==> config.mk <==
export PLATFORM = sky130hd
export DESIGN_NAME = spi_slave_flat
export DESIGN_NICKNAME = d
export VERILOG_FILES = /design/src/rtl/spi_slave_if.sv /design/src/rtl/spi_slave.sv /design/src/flat_wrapper.sv
export SDC_FILE = /design/constraint.sdc
export NUM_CORES = 1
export LEC_CHECK = 0
export CORE_UTILIZATION = 35
export DETAILED_ROUTE_END_ITERATION = 8
export DONT_BUFFER_PORTS = 1
export PLACE_DENSITY_LB_ADDON = 0.25
export SLEW_MARGIN = 20
export SYNTH_ARGS = -nofsm -noshare
export SYNTH_HDL_FRONTEND = slang
export SYNTH_SLANG_ARGS = --single-unit
==> constraint.sdc <==
create_clock -name clk -period 1.45 [get_ports clk]
set_input_delay 0 -clock clk [delete_from_list [all_inputs] [get_ports clk]]
set_output_delay 0 -clock clk [all_outputs]
set_load 0.05 [all_outputs]
==> src/rtl/spi_slave_if.sv <==
// SPI pin and local bus bundle for spi_slave.
// The slave modport faces the block; the master modport faces the SPI master and host side.
interface spi_slave_if;
  logic       sclk;
  logic       cs_n;
  logic       mosi;
  logic       miso;
  logic       miso_oe;
  logic [7:0] din;
  logic       cmd;
  logic       wr;
  logic       rd;
  logic [7:0] dout;
  logic [1:0] status;
  logic       irq;

  modport slave (
    input  sclk, cs_n, mosi, din, cmd, wr, rd,
    output miso, miso_oe, dout, status, irq
  );

  modport master (
    output sclk, cs_n, mosi, din, cmd, wr, rd,
    input  miso, miso_oe, dout, status, irq
  );
endinterface

==> src/rtl/spi_slave.sv <==
// SPI slave, all four CPOL/CPHA modes, oversampled on clk.
// Single TX holding register, single RX data register with done/overrun flags.
//
//   state  | meaning
//   IDLE   | cs_s high (or not yet seen high since reset); sclk edges ignored
//   ACTIVE | cs_s low; sampling mosi and shifting tx_sh on sclk edges
module spi_slave (
  input  logic        clk,
  input  logic        rst,
  spi_slave_if.slave  bus
);
  typedef enum logic {IDLE, ACTIVE} state_t;

  state_t     state;
  logic       sclk_m, sclk_s, sclk_d;
  logic       cs_m, cs_s;
  logic       mosi_m, mosi_s;
  logic [1:0] mode;
  logic       irq_en;
  logic [7:0] tx_hold, tx_sh, rx_sh, rx_data;
  logic [2:0] bit_cnt;
  logic       done, ovr;
  logic [1:0] prime;
  logic       armed;

  logic sclk_rise, sclk_fall, lead_edge, trail_edge, sample_edge, shift_edge;
  logic in_xfer, byte_done;

  assign sclk_rise   = sclk_s & ~sclk_d;
  assign sclk_fall   = ~sclk_s & sclk_d;
  assign lead_edge   = mode[1] ? sclk_fall : sclk_rise;
  assign trail_edge  = mode[1] ? sclk_rise : sclk_fall;
  assign sample_edge = mode[0] ? trail_edge : lead_edge;
  assign shift_edge  = mode[0] ? lead_edge : trail_edge;
  assign in_xfer     = (state == ACTIVE) && !cs_s;
  assign byte_done   = in_xfer && sample_edge && (bit_cnt == 3'd7);

  // The cs synchronizer resets high, so a low cs_n held through reset would
  // look like a falling edge; armed waits for a genuine high sample first.
  always_ff @(posedge clk) begin
    if (rst) begin
      state   <= IDLE;
      sclk_m  <= 1'b1;
      sclk_s  <= 1'b1;
      sclk_d  <= 1'b1;
      cs_m    <= 1'b1;
      cs_s    <= 1'b1;
      mosi_m  <= 1'b0;
      mosi_s  <= 1'b0;
      mode    <= 2'b00;
      irq_en  <= 1'b0;
      tx_hold <= 8'h00;
      tx_sh   <= 8'h00;
      rx_sh   <= 8'h00;
      rx_data <= 8'h00;
      bit_cnt <= 3'd0;
      done    <= 1'b0;
      ovr     <= 1'b0;
      prime   <= 2'b00;
      armed   <= 1'b0;
    end else begin
      sclk_m <= bus.sclk;
      sclk_s <= sclk_m;
      sclk_d <= sclk_s;
      cs_m   <= bus.cs_n;
      cs_s   <= cs_m;
      mosi_m <= bus.mosi;
      mosi_s <= mosi_m;
      prime  <= {prime[0], 1'b1};
      if ((prime == 2'b11) && cs_s)
        armed <= 1'b1;

      if (bus.cmd && (state != ACTIVE)) begin
        mode   <= bus.din[1:0];
        irq_en <= bus.din[2];
      end
      if (bus.wr)
        tx_hold <= bus.din;

      case (state)
        IDLE: begin
          if (armed && !cs_s) begin
            state   <= ACTIVE;
            tx_sh   <= tx_hold;
            bit_cnt <= 3'd0;
            rx_sh   <= 8'h00;
          end
        end
        ACTIVE: begin
          if (cs_s) begin
            state   <= IDLE;
            bit_cnt <= 3'd0;
          end else if (sample_edge) begin
            rx_sh   <= {rx_sh[6:0], mosi_s};
            bit_cnt <= bit_cnt + 3'd1;
            if (bit_cnt == 3'd7)
              rx_data <= {rx_sh[6:0], mosi_s};
          end else if (shift_edge) begin
            if (bit_cnt == 3'd0)
              tx_sh <= tx_hold;
            else
              tx_sh <= {tx_sh[6:0], 1'b0};
          end
        end
        default: state <= IDLE;
      endcase

      // A completing byte wins over a coincident read acknowledge.
      if (byte_done) begin
        done <= 1'b1;
        if (done && !bus.rd)
          ovr <= 1'b1;
      end else if (bus.rd) begin
        done <= 1'b0;
        ovr  <= 1'b0;
      end
    end
  end

  assign bus.miso    = tx_sh[7];
  assign bus.miso_oe = ~cs_s;
  assign bus.dout    = rx_data;
  assign bus.status  = {ovr, done};
  assign bus.irq     = irq_en & done;
endmodule

==> src/flat_wrapper.sv <==
// flat-port wrapper written by rule: the top's interface ports become plain ports
module spi_slave_flat 
  (clk, rst, bus_sclk, bus_cs_n, bus_mosi, bus_din, bus_cmd, bus_wr, bus_rd, bus_miso, bus_miso_oe, bus_dout, bus_status, bus_irq);
  spi_slave_if bus_i ();
  input  logic clk;
  input  logic rst;
  input wire logic [$bits(bus_i.sclk)-1:0] bus_sclk;
  input wire logic [$bits(bus_i.cs_n)-1:0] bus_cs_n;
  input wire logic [$bits(bus_i.mosi)-1:0] bus_mosi;
  input wire logic [$bits(bus_i.din)-1:0] bus_din;
  input wire logic [$bits(bus_i.cmd)-1:0] bus_cmd;
  input wire logic [$bits(bus_i.wr)-1:0] bus_wr;
  input wire logic [$bits(bus_i.rd)-1:0] bus_rd;
  output wire logic [$bits(bus_i.miso)-1:0] bus_miso;
  output wire logic [$bits(bus_i.miso_oe)-1:0] bus_miso_oe;
  output wire logic [$bits(bus_i.dout)-1:0] bus_dout;
  output wire logic [$bits(bus_i.status)-1:0] bus_status;
  output wire logic [$bits(bus_i.irq)-1:0] bus_irq;
  assign bus_i.sclk = bus_sclk;
  assign bus_i.cs_n = bus_cs_n;
  assign bus_i.mosi = bus_mosi;
  assign bus_i.din = bus_din;
  assign bus_i.cmd = bus_cmd;
  assign bus_i.wr = bus_wr;
  assign bus_i.rd = bus_rd;
  assign bus_miso = bus_i.miso;
  assign bus_miso_oe = bus_i.miso_oe;
  assign bus_dout = bus_i.dout;
  assign bus_status = bus_i.status;
  assign bus_irq = bus_i.irq;
  spi_slave u_core (.clk(clk), .rst(rst), .bus(bus_i));
endmodule
After elaboration in Yosys (flattened, before gate mapping)
Cells that the tools add are included.
{"block": "totals", "ff_bits": 50, "output_inout_bits": 13}
{"block": "classes", "addsub": 1, "eq_ne": 9, "muxes": 26, "n_bitwise": 7, "reduce_logical": 16}
{"operator": "2-to-1 mux 8 bit", "n": 5}
{"operator": "2-to-1 mux 7 bit", "n": 3}
{"operator": "case mux 8 bit (2 select lines)", "n": 1}
{"operator": "case mux 7 bit (2 select lines)", "n": 1}
{"operator": "inequality test 2 bit, second input constant", "n": 6}
{"operator": "2-to-1 mux 1 bit", "n": 11}
{"operator": "2-to-1 mux 3 bit", "n": 3}
{"operator": "AND reduction 4 bit", "n": 2}
{"operator": "logical AND 1 bit", "n": 7}
{"operator": "case mux 3 bit (2 select lines)", "n": 1}
{"operator": "NOT 1 bit", "n": 4}
{"operator": "AND reduction 2 bit", "n": 2}
{"operator": "adder 3 x 1 -> 3 bit, second input constant", "n": 1}
{"operator": "bitwise AND 1 bit", "n": 3}
{"operator": "== test 3 bit, second input constant", "n": 1}
{"operator": "zero test 3 bit", "n": 1}
{"operator": "inequality test 3 bit, second input constant", "n": 1}
{"operator": "AND reduction 3 bit", "n": 1}
{"operator": "== test 2 bit, second input constant", "n": 1}
{"operator": "zero test 1 bit", "n": 2}
{"operator": "case mux 1 bit (2 select lines)", "n": 1}
{"operator": "nonzero test 2 bit", "n": 1}

Logic depth before layout (Yosys ltp)
{"block": "depth", "ltp_word": 8, "mapped_depth": 7, "ltp_nobuf": 6}

Least setup slack after synthesis
Ideal clock, no wire load.
{"block": "synth_path", "path_kind": "reg2reg", "from": "reg u_core.mode[1]", "to": "reg u_core.done", "setup_time_ps": 115, "t_arrival_ps": 1421, "required_ps": 1335, "slack_ps": -85, "stages_incl_launch_ff": 6, "n_path_buf": 1, "period_less_slack_ps": 1535, "cell_sequence": "dfxtp_1 > xnor2_2 > mux2i_1 > buf_6 > nor2_1 > o21a_1"}
{"block": "synth_via", "elab_chain_cells": 5, "elab_cells_between_ends": 7, "classes_between": "mux: 4; reduce/logical: 3"}
{"element": "start: declaration", "line": "spi_slave.sv:18", "text": "logic [1:0] mode;"}
{"element": "start signal: assignment", "line": "spi_slave.sv:74", "text": "mode <= bus.din[1:0];"}
{"element": "2-to-1 mux 1 bit, on equally long branches", "line": "spi_slave.sv:31, spi_slave.sv:32"}
{"element": "2-to-1 mux 1 bit *", "line": "spi_slave.sv:33", "text": "assign sample_edge = mode[0] ? trail_edge : lead_edge;"}
{"element": "logical AND 1 bit * (2 in series)", "line": "spi_slave.sv:36", "text": "assign byte_done = in_xfer && sample_edge && (bit_cnt == 3'd7);"}
{"element": "2-to-1 mux 1 bit or nonzero test 2 bit (tied branches)"}
{"element": "end signal: assignment", "line": "spi_slave.sv:57", "text": "done <= 1'b0;"}
{"element": "end signal: assignment", "line": "spi_slave.sv:110", "text": "done <= 1'b1;"}
{"element": "end signal: assignment", "line": "spi_slave.sv:114", "text": "done <= 1'b0;"}
{"element": "end: declaration", "line": "spi_slave.sv:22", "text": "logic done, ovr;"}
Every way passes the cells marked *; elsewhere a longest branch is shown, timed or not.
A chain may end at the register's enable or synchronous reset.

Worst setup path in the final report
{"block": "layout_path", "from": "reg u_core.mode[0]", "to": "reg u_core.tx_sh[5]"}
{"block": "layout_via", "elab_chain_cells": 3, "elab_cells_between_ends": 5, "classes_between": "eq/ne: 2; mux: 2; reduce/logical: 1"}
{"element": "2-to-1 mux 1 bit, on equally long branches", "line": "spi_slave.sv:33, spi_slave.sv:34"}
{"element": "inequality test 2 bit (no source line)"}
{"element": "AND reduction 4 bit (no source line) *"}
{"element": "end signal: assignment", "line": "spi_slave.sv:84", "text": "tx_sh <= tx_hold;"}
{"element": "end signal: assignment", "line": "spi_slave.sv:100", "text": "tx_sh <= tx_hold;"}
{"element": "end signal: assignment", "line": "spi_slave.sv:102", "text": "tx_sh <= {tx_sh[6:0], 1'b0};"}
{"element": "end: declaration", "line": "spi_slave.sv:20", "text": "logic [7:0] tx_hold, tx_sh, rx_sh, rx_data;"}
Marked as above.

==> key figures <==
Die
  – IO Pins: 29
  – Starting Density: 0.371
  – # rows: 27
  – Die W: slightly below 80 µm
  – Die area: around 6300 µm²
  – Core Box Area: between 5000 and 6000 µm²
  – Die Y: between 70 and 80 µm

Finish
  – Area delta synth->final: 26.6%
  – # diodes: 0
  – Layout net count: 280
  – Post-route cell area: about 2700 µm²
  – Share of cells above drive strength 1: 0.215
  – Final core utilization: 0.470
  – FILL cells: about 540

Route
  – Initial DRT Pass Iterations: 4
  – Drt total wl: about 4100 µm
  – DR vias/cell: 4.95
  – Avg WL per Cell: 12.4 µm
  – Initial drt markers: 55
  – DRC: 0
  – Via Count: between 1500 and 2000
  – Post-route antenna net violation count: 0

Clocking
  – Clk root buf: clkbuf_8
  – Clock Path Buffers: 2
  – Worst-path clk slew: 0.09 ns
  – Clk sinks: 50
  – CTS tree: yes
  – H-tree depth: 2
  – CTS Buf Count: 5
  – Worst skew pair latency: 0.29 ns

Power and ir drop
  – Switching share of total power: 0.227
  – Comb power frac: 0.075
  – Int Power: roughly 1800 µW
  – Power share of the clock group: 0.325
  – Static Leak: between 0.001 and 0.0015 µW
  – PwrDens: roughly 900 nW/µm²
  – VDD IR max: between 0.0005 and 0.0006 V
  – Sw Pwr: 541 µW
  – Part of the power in registers: 0.600

STA
  – Least-Margin Pin Slew: ~0.53 ns
  – Final Slew Violations: 0
  – Final setup fails: 0
  – Final Hold Vio Count: 0
  – Relative slew slack: 0.648
  – RSZ-0062 raised after global routing: true
  – Setup Skew: between 0.005 and 0.006 ns
  – Fin crit share: 0.975
  – Max frequency: between 700 and 800 MHz
  – Crit path time final: between 1 and 1.5 ns

Yosys
  – Most common flop cell mapped by yosys: dfxtp_1
  – Sequential-to-total area share from yosys stat: 0.478
  – Post-synth EDFFs: 0
  – Synth top area share: 0.478
  – Area leader, netlist: dfxtp_1
  – Mapped cell area: 2090 µm²
  – Synth warn: 0
  – Gate Count Post-Synth: ~230
  – Cell variety after synth: 31
  – Synthesized area per cell: 9.23 µm²
  – Largest cells by area after synthesis: dfxtp_1 (48%), mux2i_1 (10%), a21oi_1 (4.8%), o21ai_0 (4.3%), nand3_1 (3.8%)
  – Post-synth ARST share: 0
  – Cell with the most instances after synthesis: dfxtp_1
  – Commonest cells in the netlist: dfxtp_1 (50), mux2i_1 (21), a21oi_1 (20)
  – Syn Nets: 246
  – Synth Register Bits: 50

Worst setup path
  – CP startpoint: u_core.mode[0]$_SDFFE_PP0P_
  – Slowest CP cell: dfxtp_2
  – Flop2flop setup slack: 0.04 ns
  – Crit path capture: u_core.tx_sh[5]$_SDFFE_PP0P_
  – Crit-path max cell delay: about 0.36 ns
  – CP Cell Sequence: xnor2_4, mux2_4, a21o_4, mux2i_1
  – FF-to-FF path depth: 4
  – Critical Path Sink Type: flip-flop
  – WP data required: between 1.5 and 2 ns
  – RR Endpoint: u_core.tx_sh[5]$_SDFFE_PP0P_
  – CP arrival: 1.60 ns
  – Startpoint Class: flip-flop
  – Critical Path Fanout Max: 6
  – Setup CP Type: reg -> reg
  – Reg2reg start: u_core.mode[0]$_SDFFE_PP0P_

Global route
  – Initial antenna violation count: 0
  – First-pass GRT wire length: 6930 µm
  – Vias in the first global route: 1513
  – Largest net degree at the start of global routing: 40
  – Total gr overflow: 0
  – All-layer global routing usage: 0.140

Place
  – RePlAce Congestion: between 0.7 and 0.8
  – HPWL after DPL: 2580 µm
  – Area after DPL: around 2300 µm²
  – Input/output buffers: 0

Hold path
  – Tightest Hold Check Type: in -> reg
  – Hold-critical path depth: 1

Run
  – Max-cap viol count: 0

Status
  – Outcome: finished clean
-- registers in the layout, summed over array words and instances (netlist names), 2 cells and up --
| name | flops |
|---|---|
| u_core.bus.dout | 8 |
| u_core.tx_hold | 8 |
| u_core.tx_sh | 8 |
| u_core.rx_sh | 7 |
| u_core.bit_cnt | 3 |
| u_core.mode | 2 |
| u_core.prime | 2 |
-- placed cells by master (no fill, tap or decap), types with 2 or more instances in the layout --
cell	count
inv_1	4
mux2_4	2
nand2b_1	4
nand4_1	2
clkinvlp_4	2
clkbuf_8	5
a21oi_1	18
nor2_1	14
mux2i_1	20
o21ai_0	17
buf_12	4
or2_2	5
and3_1	7
a21boi_0	7
nor2b_1	6
nand3_1	16
a21oi_2	2
nand2_1	16
o31ai_1	2
dlygate4sd3_1	16
ha_1	3
dfxtp_1	44
buf_4	23
dfxtp_2	6
-- metal layers --
layer	part of all wire	vias up	track usage	routed length [µm]
li1	-	860	-	-
met1	0.50	753	0.181	2060
met2	0.45	34	0.231	1870
met3	0.037	2	0.0333	153
met4	0.0083	0	0.0382	34
met5	0	-	0	0
-- cell families (layout without fill, tap and decap cells) --
| logic type | Yosys count | after routing | share of synthesized area |
|---|---|---|---|
| AND/OR/NAND/NOR | 77 | 77 | 0.191 |
| AO/OA/AOI/OAI | 52 | 52 | 0.141 |
| flip-flops | 50 | 50 | 0.478 |
| multiplexers | 23 | 23 | 0.115 |
| buffers and inverters | 21 | 55 | 0.0502 |
| adder cells (fa/ha/maj) | 3 | 3 | 0.0179 |
| XOR/XNOR | 1 | 1 | 0.00777 |
-- repair_timing --
item / CTS / global route
hold buffers: 17 / 0
resized for setup: 6 / 7
endpoints found under the setup margin: 19 / 26
pin swaps: 1 / 3
setup buffers: 1 / 2
endpoints found under the hold margin: 40 / 0
-- per-stage QoR --
stage	worst slack [ns]	TNS (ns)	hold slack [ns]	cells	power [µW]
3_5_place_dp	-0.0568	-0.461	0.0739	306	1570
2_1_floorplan	0.0346	0	0.104	227	1560
3_3_place_gp	-0.0281	-0.163	0.0728	306	1560
5_1_grt	-0.0414	-0.248	0.109	333	2470
6_report	0.0356	0	0.0722	333	2380
4_1_cts	0.0227	0	0.0776	331	2410
-- worst min path at each step --
stage	from	endpoint	slack, ns
after floorplan	bus_cs_n	u_core.cs_m$_SDFF_PP1_	0.10
after global placement	rst	u_core.rx_sh[1]$_SDFFE_PP0P_	0.07
after detailed placement	rst	u_core.rx_sh[6]$_SDFFE_PP0P_	0.07
after CTS	rst	u_core.prime[0]$_DFF_P_	0.08
after global routing	rst	u_core.prime[0]$_DFF_P_	0.11
final	rst	u_core.prime[0]$_DFF_P_	0.07
-- layout make-up --
class	count	area, µm²	share of cell area
Multi-Input combinational cell	156	1040	0.392
Sequential cell	50	1010	0.380
Timing Repair Buffer	43	413	0.156
Tap cell	72	90.1	0.0340
Clock buffer	6	72.6	0.0274
Inverter	5	22.5	0.00849
Clock inverter	1	7.51	0.00283
-- power by group through the flow --
stage	registers, µW	logic, µW	clock network [µW]
after floorplan	1450	108	0
after global placement	1460	108	0
after detailed placement	1460	109	0
after CTS	1430	178	806
after global routing	1430	198	836
final	1430	179	773
-- worst max-delay path, delay by kind of cell, from the launching register on --
family                    cells  cell delay (ns)
DFF                           1             0.36
xor gates and xnor gates      1             0.24
muxes                         2             0.46
AOI/OAI and AO/OA             1             0.24
No activity file was read; power rests on OpenSTA's default activity.
